==> config.mk <==
export PLATFORM = sky130hd
export DESIGN_NAME = mm_core_datapath
export DESIGN_NICKNAME = d
export VERILOG_FILES = /design/src/rtl/mm_core_datapath.sv
export SDC_FILE = /design/constraint.sdc
export NUM_CORES = 1
export LEC_CHECK = 0
export ABC_AREA = 1
export ABC_CLOCK_PERIOD_IN_PS = 19100
export CAP_MARGIN = 40
export CORE_MARGIN = 10
export CORE_UTILIZATION = 65
export CTS_BUF_LIST = sky130_fd_sc_hd__clkbuf_4 sky130_fd_sc_hd__clkbuf_8
export CTS_CLUSTER_SIZE = 14
export DETAILED_ROUTE_END_ITERATION = 10
export PLACE_DENSITY = 0.86
export SLEW_MARGIN = 20
export SYNTH_ARGS = -nofsm -noshare
export SYNTH_HDL_FRONTEND = slang
export SYNTH_SLANG_ARGS = --single-unit
==> constraint.sdc <==
create_clock -name clk -period 19.1 [get_ports clk]
set_input_delay 3.82 -clock clk [delete_from_list [all_inputs] [get_ports clk]]
set_output_delay 3.82 -clock clk [all_outputs]
set_load 0.005 [all_outputs]
==> src/rtl/mm_core_datapath.sv <==
// Execution datapath of one matrix-multiplication core: register set, accumulator ALU
// and a synchronous data-memory port, all steered by the control word applied each cycle.
module mm_core_datapath #(
  parameter int DW  = 16,
  parameter int AW  = 16,
  parameter int IRW = 8,
  parameter int CW  = 24
) (
  input  logic           clk,
  input  logic           reset,
  input  logic [CW-1:0]  ctrl,
  input  logic [DW-1:0]  mem_rdata,
  output logic [IRW-1:0] ir,
  output logic           z,
  output logic [AW-1:0]  mem_addr,
  output logic [DW-1:0]  mem_wdata,
  output logic           mem_rd,
  output logic           mem_wr,
  output logic           busy_rd
);

  // Handshake: ctrl is consumed every cycle with no backpressure. A read issued in
  // cycle N (mem_rd high) must have mem_rdata valid in cycle N+1, which is exactly
  // the cycle busy_rd is high; DR captures it at the end of that cycle.

  typedef enum logic [3:0] {
    BUS_ZERO = 4'd0,
    BUS_AR   = 4'd1,
    BUS_DR   = 4'd2,
    BUS_AC   = 4'd3,
    BUS_R1   = 4'd4,
    BUS_R2   = 4'd5,
    BUS_R3   = 4'd6,
    BUS_RC   = 4'd7,
    BUS_CC   = 4'd8,
    BUS_TR   = 4'd9,
    BUS_IR   = 4'd10
  } bus_sel_e;

  typedef enum logic [2:0] {
    ALU_NONE = 3'd0,
    ALU_ADD  = 3'd1,
    ALU_SUB  = 3'd2,
    ALU_MUL  = 3'd3,
    ALU_INC  = 3'd4,
    ALU_CLR  = 3'd5,
    ALU_PASS = 3'd6,
    ALU_NOP7 = 3'd7
  } alu_op_e;

  // Architectural registers
  logic [AW-1:0] ar;
  logic [DW-1:0] dr;
  logic [DW-1:0] ac;
  logic [DW-1:0] r1;
  logic [DW-1:0] r2;
  logic [DW-1:0] r3;
  logic [DW-1:0] rc;
  logic [DW-1:0] cc;
  logic [DW-1:0] tr;

  // Control word decode
  bus_sel_e bus_sel;
  alu_op_e  alu_op;
  logic ld_ar, ld_dr, ld_ac, ld_r1, ld_r2, ld_r3, ld_rc, ld_cc, ld_tr, ld_ir;
  logic inc_ar, inc_rc, inc_cc, clr_rc, clr_cc;
  logic rd_req, wr_req;

  assign bus_sel = bus_sel_e'(ctrl[3:0]);
  assign ld_ar   = ctrl[4];
  assign ld_dr   = ctrl[5];
  assign ld_ac   = ctrl[6];
  assign ld_r1   = ctrl[7];
  assign ld_r2   = ctrl[8];
  assign ld_r3   = ctrl[9];
  assign ld_rc   = ctrl[10];
  assign ld_cc   = ctrl[11];
  assign ld_tr   = ctrl[12];
  assign ld_ir   = ctrl[13];
  assign alu_op  = alu_op_e'(ctrl[16:14]);
  assign inc_ar  = ctrl[17];
  assign inc_rc  = ctrl[18];
  assign inc_cc  = ctrl[19];
  assign clr_rc  = ctrl[20];
  assign clr_cc  = ctrl[21];
  assign rd_req  = ctrl[22];
  assign wr_req  = ctrl[23];

  // A write wins over a simultaneous read; the read is never issued.
  assign mem_rd    = rd_req & ~wr_req;
  assign mem_wr    = wr_req;
  assign mem_addr  = ar;
  assign mem_wdata = dr;

  logic [DW-1:0] bus;

  always_comb begin
    bus = '0;
    case (bus_sel)
      BUS_AR:  bus = DW'(ar);
      BUS_DR:  bus = dr;
      BUS_AC:  bus = ac;
      BUS_R1:  bus = r1;
      BUS_R2:  bus = r2;
      BUS_R3:  bus = r3;
      BUS_RC:  bus = rc;
      BUS_CC:  bus = cc;
      BUS_TR:  bus = tr;
      BUS_IR:  bus = DW'(ir);
      default: bus = '0;
    endcase
  end

  logic          alu_en;
  logic [DW-1:0] alu_res;

  always_comb begin
    alu_en  = 1'b1;
    alu_res = '0;
    case (alu_op)
      ALU_ADD:  alu_res = ac + bus;
      ALU_SUB:  alu_res = ac - bus;
      ALU_MUL:  alu_res = ac * bus;
      ALU_INC:  alu_res = ac + DW'(1);
      ALU_CLR:  alu_res = '0;
      ALU_PASS: alu_res = bus;
      default: begin
        alu_en  = 1'b0;
        alu_res = '0;
      end
    endcase
  end

  always_ff @(posedge clk) begin
    if (reset) begin
      ar      <= '0;
      dr      <= '0;
      ac      <= '0;
      r1      <= '0;
      r2      <= '0;
      r3      <= '0;
      rc      <= '0;
      cc      <= '0;
      tr      <= '0;
      ir      <= '0;
      z       <= 1'b0;
      busy_rd <= 1'b0;
    end else begin
      busy_rd <= mem_rd;

      if (ld_ar)       ar <= bus[AW-1:0];
      else if (inc_ar) ar <= ar + AW'(1);

      // Returning read data owns DR in its capture cycle.
      if (busy_rd)     dr <= mem_rdata;
      else if (ld_dr)  dr <= bus;

      if (alu_en) begin
        ac <= alu_res;
        z  <= (alu_res == '0);
      end else if (ld_ac) begin
        ac <= bus;
      end

      if (ld_r1) r1 <= bus;
      if (ld_r2) r2 <= bus;
      if (ld_r3) r3 <= bus;
      if (ld_tr) tr <= bus;
      if (ld_ir) ir <= bus[IRW-1:0];

      if (clr_rc)      rc <= '0;
      else if (ld_rc)  rc <= bus;
      else if (inc_rc) rc <= rc + DW'(1);

      if (clr_cc)      cc <= '0;
      else if (ld_cc)  cc <= bus;
      else if (inc_cc) cc <= cc + DW'(1);
    end
  end

endmodule

After elaboration in Yosys (flattened, before gate mapping):

Cells that the tools add are included.
W data, S select, Z words.

* ROM bits: 0
* bits in registers: 154
* input port bits: 42
* output and inout port bits: 44
* bits in writable memories: 0
* memories kept: 0
* bits in latches: 0
* logic and storage cells: 59

* $mul: 1
* order comparisons: 0
* bitwise logic cells: 2
* add/sub/neg operators: 6
* equal/unequal tests: 16
* shift operators: 0
* muxes and demuxes: 13
* reduce and logical (&&, ||, !) cells: 9
* div/mod/pow operators: 0

Operators with widths (number)
* $mux W16: 10
* $pmux W16 S10: 1
* $pmux W16 S5: 1
* $add A16 B1 Y16 const B: 4
* $add A16 B16 Y16: 1
* $eq A4 B3 Y1 const B: 4
* $logic_not A16 Y1: 1
* $mul A16 B16 Y16: 1
* $sub A16 B16 Y16: 1
* $eq A4 B4 Y1 const B: 3
* $reduce_bool A2 Y1: 5
* $eq A3 B3 Y1 const B: 3
* $eq A4 B2 Y1 const B: 2
* $eq A3 B2 Y1 const B: 2
* $reduce_or A6 Y1: 1
* $eq A4 B1 Y1 const B: 1
* $reduce_or A2 Y1: 2
* $eq A3 B1 Y1 const B: 1
* $and A1 B1 Y1: 1
* $mux W1: 1
* $not A1 Y1: 1

Longest topological paths before layout:

* word-level depth: 5
* mapped depth: 40
* gate-level depth less buffers: 38

Worst setup path after synthesis:

Ideal clock, no wire load.

* path type: input -> register
* start: input ctrl[0]
* end: register ac[15]
* data required time: 18.987 ns
* stages on the path: 29
* setup time: 0.113 ns
* slack: 9.323 ns
* arrival: 9.664 ns
* cell sequence: inv_1 nor2_1 nand2_1 o21ai_0 inv_1 nand3_2 clkbuf_1 clkbuf_1 nand2_1 fa_1 fa_1 inv_1 fa_1 fa_1 inv_1 fa_1 fa_1 inv_1 ha_1 nand4_1 or2_2 o2111ai_1 nand3_1 nand2_1 nand2_1 nand3_2 nand3_1 o21ai_1 inv_1

* cells in the longest elaborated chain, start to end: 5
* elaborated cells between the ends (all ways): 17

Ends and longest elaborated chain
* start: declaration: line 11 `input logic [CW-1:0] ctrl,`
* $eq A4 B4 Y1 (tied with other cells): line 99 `case (bus_sel)`
* $pmux W16 S10 (*): line 99
* $mul A16 B16 Y16 (tied with other cells): line 123 `ALU_MUL: alu_res = ac * bus;`
* $pmux W16 S5: line 120 `case (alu_op)`
* $mux W16 (*): line 158 `if (alu_en) begin`
* end signal: assignment: line 159 `ac <= alu_res;`
* end signal: assignment: line 162 `ac <= bus;`
* end: declaration: line 54 `logic [DW-1:0] ac;`

Mark *: on every way between the ends. The rest lies on a longest branch, timed or not. The select of a mux whose other input is x is not followed.
A chain may end at the register's enable or synchronous reset.

Final worst setup path:

* start: input ctrl[2]
* end: register z

* cells in the longest elaborated chain, start to end: 5
* elaborated cells between the ends (all ways): 16

Ends and longest elaborated chain
* $eq A4 B4 Y1 (tied with other cells): line 99
* $pmux W16 S10 (*): line 99
* $mul A16 B16 Y16 (tied with other cells): line 123
* $pmux W16 S5 (*): line 120
* $logic_not A16 Y1 (*): line 160 `z <= (alu_res == '0);`
* end signal: assignment: line 160
* end: declaration: line 14 `output logic z,`

Mark *: on every way between the ends. The rest lies on a longest branch, timed or not.

==> impl_metrics.env <==
export IMPL_postSynthRegisterBits=154
export IMPL_dieWidth_microns=165
export IMPL_total_wirelength_of_the_detailed_routed_design_mm=47.7
export IMPL_instances_no_fill=2426
export IMPL_syn_num_nets=2288
export IMPL_worst_hold_path_type="reg -> reg"
export IMPL_ys_flop_type="dfxtp_1"
export IMPL_highest_layer="met4"
export IMPL_dp_hpwl_mm=34.9
export IMPL_fin_ws_ns=8.11
export IMPL_residual_overflow_from_global_routing=0
export IMPL_fin_skew_ns=0.0245
export IMPL_cts_root_buffer_cell="clkbuf_8"
export IMPL_fin_crit_ns=10.99
export IMPL_placedInstanceArea_sq_um=14700
export IMPL_drc=0
export IMPL_status="complete, no violations"
export IMPL_clock_insertion_delay_worst_skew_ns=0.50
export IMPL_cts_hold_fix_buffers=0
export IMPL_max_clock_freq_ghz=0.0910
export IMPL_syn_area_per_cell_sq_um=6.50
export IMPL_post_place_ws_ns=8.01
export IMPL_power_switching_fraction_pct=35.6
export IMPL_static_leakage_power_nw=7.48
export IMPL_ioPinCount=86
export IMPL_reg_clk_slew_reported_paths_ns=0.09
export IMPL_core_sq_um=20400
export IMPL_layout_cell_area_non_filler_sq_um=15100
export IMPL_route_detailed_vias_per_inst=6.04
export IMPL_total_design_power_mw=0.779
export IMPL_maximum_net_fanout_on_the_critical_path=15
export IMPL_synth_lib_cells_used_distinct=48
export IMPL_relSlewSlack_pct=39.5
export IMPL_cp_top_family="adder cells"
export IMPL_clock_h_tree_levels=4
export IMPL_first_pass_iters=8
export IMPL_design_final_nets=2333
export IMPL_critPathBufInv=7
export IMPL_antenna_found_initial=0
export IMPL_worst_ep_arrival_time_ns=11.39
export IMPL_clock_power_share_pct=33.8
export IMPL_die_height_microns=165
export IMPL_timing_critical_path_mode_cell="nand2_1"
export IMPL_end_kind="register"
export IMPL_clkSinkCount=154
export IMPL_synth_edf_count=0
export IMPL_cp_data_required_time_ns=19.50
export IMPL_rsz0062_at_grt="no"
export IMPL_total_length_of_routed_met3_wires_mm=6.15
export IMPL_max_vdd_ir_drop_mv=0.0550
export IMPL_finalHoldWorstSlack_ns=0.490
export IMPL_die_area_sq_um=27200
export IMPL_cts_tree="built"
export IMPL_fin_util_pct=73.8
export IMPL_first_pass_grt_wire_length_mm=75.6
export IMPL_cpMaxStageDelayCell="clkdlybuf4s50_1"
export IMPL_final_antenna_net_count=0
export IMPL_number_of_inserted_filler_cells_in_the_final_layout=1679
export IMPL_yosysSeqAreaShare_pct=22.6
export IMPL_grtUsageTotal_pct=35.3
export IMPL_worst_pin_slew_ns=0.906
export IMPL_vias=14700
export IMPL_number_of_placement_rows=52
export IMPL_regToRegSetupSlack_ns=12.37
export IMPL_switching_power_mw=0.277
export IMPL_max_cap_violations=0
export IMPL_placement_io_buffers=85
export IMPL_final_max_slew_violation_count=0
export IMPL_tritoncts_num_buffers=17
export IMPL_post_route_period_util_pct=57.5
export IMPL_final_setup_tns_ns=0
export IMPL_ys_top_cells_by_area="dfxtp_1 23%, nand2_1 17%, fa_1 12%, inv_1 9.9%, ha_1 6.2%"
export IMPL_summed_instance_area_of_the_synthesized_netlist_sq_um=13600
export IMPL_ys_warn_count=0
export IMPL_yosysMostFrequentCell="nand2_1"
export IMPL_asyncSetResetFlopFracSynth_pct=0
export IMPL_detail_route_iter0_violations=1967
export IMPL_cp_peak_stage_delay_ns=0.59
export IMPL_p_seq_share_pct=45.6
export IMPL_cts_resized=0
export IMPL_floorplan_initialDensity_pct=66.7
export IMPL_final_layout_size_suffix_gt1_share_pct=5.61
export IMPL_synthTopCellsByCount="607 x nand2_1, 358 x inv_1, 154 x dfxtp_1, 138 x nor2_1, 126 x nand3_1"
export IMPL_routed_wl_met2_mm=21.2
export IMPL_route_layer_met1_wl_mm=17.3
export IMPL_clock_tree_buffer_depth=2
export IMPL_wire_per_inst_microns=19.7
export IMPL_setup_worst_path_start_class="input port"
export IMPL_synthToLayoutAreaGrowth_pct=10.6
export IMPL_final_setup_viol_count=0
export IMPL_grt_max_degree=55
export IMPL_post_synth_inst_count=2097
export IMPL_finalHoldViolations=0
export IMPL_routability_driven_placement_congestion_ratio=1.01
export IMPL_type_of_the_worst_setup_path="in -> reg"
export IMPL_dpl_cell_count=2393
export IMPL_synth_top_area_share_pct=22.6
export IMPL_power_share_combinational_pct=20.6
export IMPL_internal_power_mw=0.502
export IMPL_dominant_cell_type_by_area_after_synthesis="dfxtp_1"
export IMPL_post_cts_repair_setup_buffers=0
export IMPL_power_per_cell_area_nw_per_um2=51.6
export IMPL_number_of_global_route_vias_before_repair=14100
==> power by group through the flow <==
stage                     combinational, mW  sequential, mW  clock, mW
after global placement                0.148           0.360          0
after floorplan                      0.0964           0.353          0
after detailed placement              0.154           0.360          0
final                                 0.161           0.355      0.263
after CTS                             0.155           0.353      0.260
after global routing                  0.174           0.355      0.271
==> final timing paths <==
path,startpoint,endpoint,cells after the start
setup / recovery,ctrl[2],z,35
hold / removal,tr[13],tr[13],2
setup reg to reg,mem_wdata[3],z,31
hold reg to reg,tr[13],tr[13],2
==> routing by layer <==
layer | vias to the layer above | GRT usage, %
li1 | 6701 | -
met1 | 6638 | 43.6
met2 | 1083 | 55.1
met3 | 243 | 8.99
met4 | 0 | 20.2
met5 | - | 0
==> layout make-up <==
class                           instances  area, sq um  share of cell area, %
Clock inverter                         14          148                  0.979
Multi-Input combinational cell       1486         8780                   58.2
Timing Repair Buffer                  110         1080                   7.14
Sequential cell                       154         3080                   20.4
Clock buffer                           18          248                   1.64
Antenna cell                            1         2.50                 0.0166
Inverter                              373         1400                   9.31
Tap cell                              270          338                   2.24
==> worst min-delay path: stages, from the launching register on <==
cell and delay (ns):
dfxtp_1 0.34, o211ai_1 0.08, inv_1 0.05
==> cells in the final DEF, fill, tap and decap left out, types with 23 or more instances in the layout <==
cell type,instances
nand2_1,607
inv_1,357
dfxtp_1,154
nor2_1,137
nand3_1,126
a21oi_1,121
o21ai_0,108
clkdlybuf4s50_1,84
fa_1,81
ha_1,68
a31oi_1,34
nor3_1,23
==> registers in the layout (all words and copies together) (netlist names) <==
register,flops
mem_wdata,16
ac,16
r1,16
mem_addr,16
busy_rd,1
ir,8
z,1
tr,16
r3,16
cc,16
rc,16
r2,16
==> cells by family (layout without fill, tap and decap cells) <==
logic type      count (synthesis)  in the layout  share of synthesized area [%]
simple gates                  966            966                           30.1
buf+inv                       457            515                           13.0
compound gates                345            345                           14.5
flops                         154            154                           22.6
fa+ha+maj                     149            149                           18.1
xor+xnor                       26             26                           1.67
other cells                     0              1                              0
Note: power is estimated with default switching activity, not from simulation.
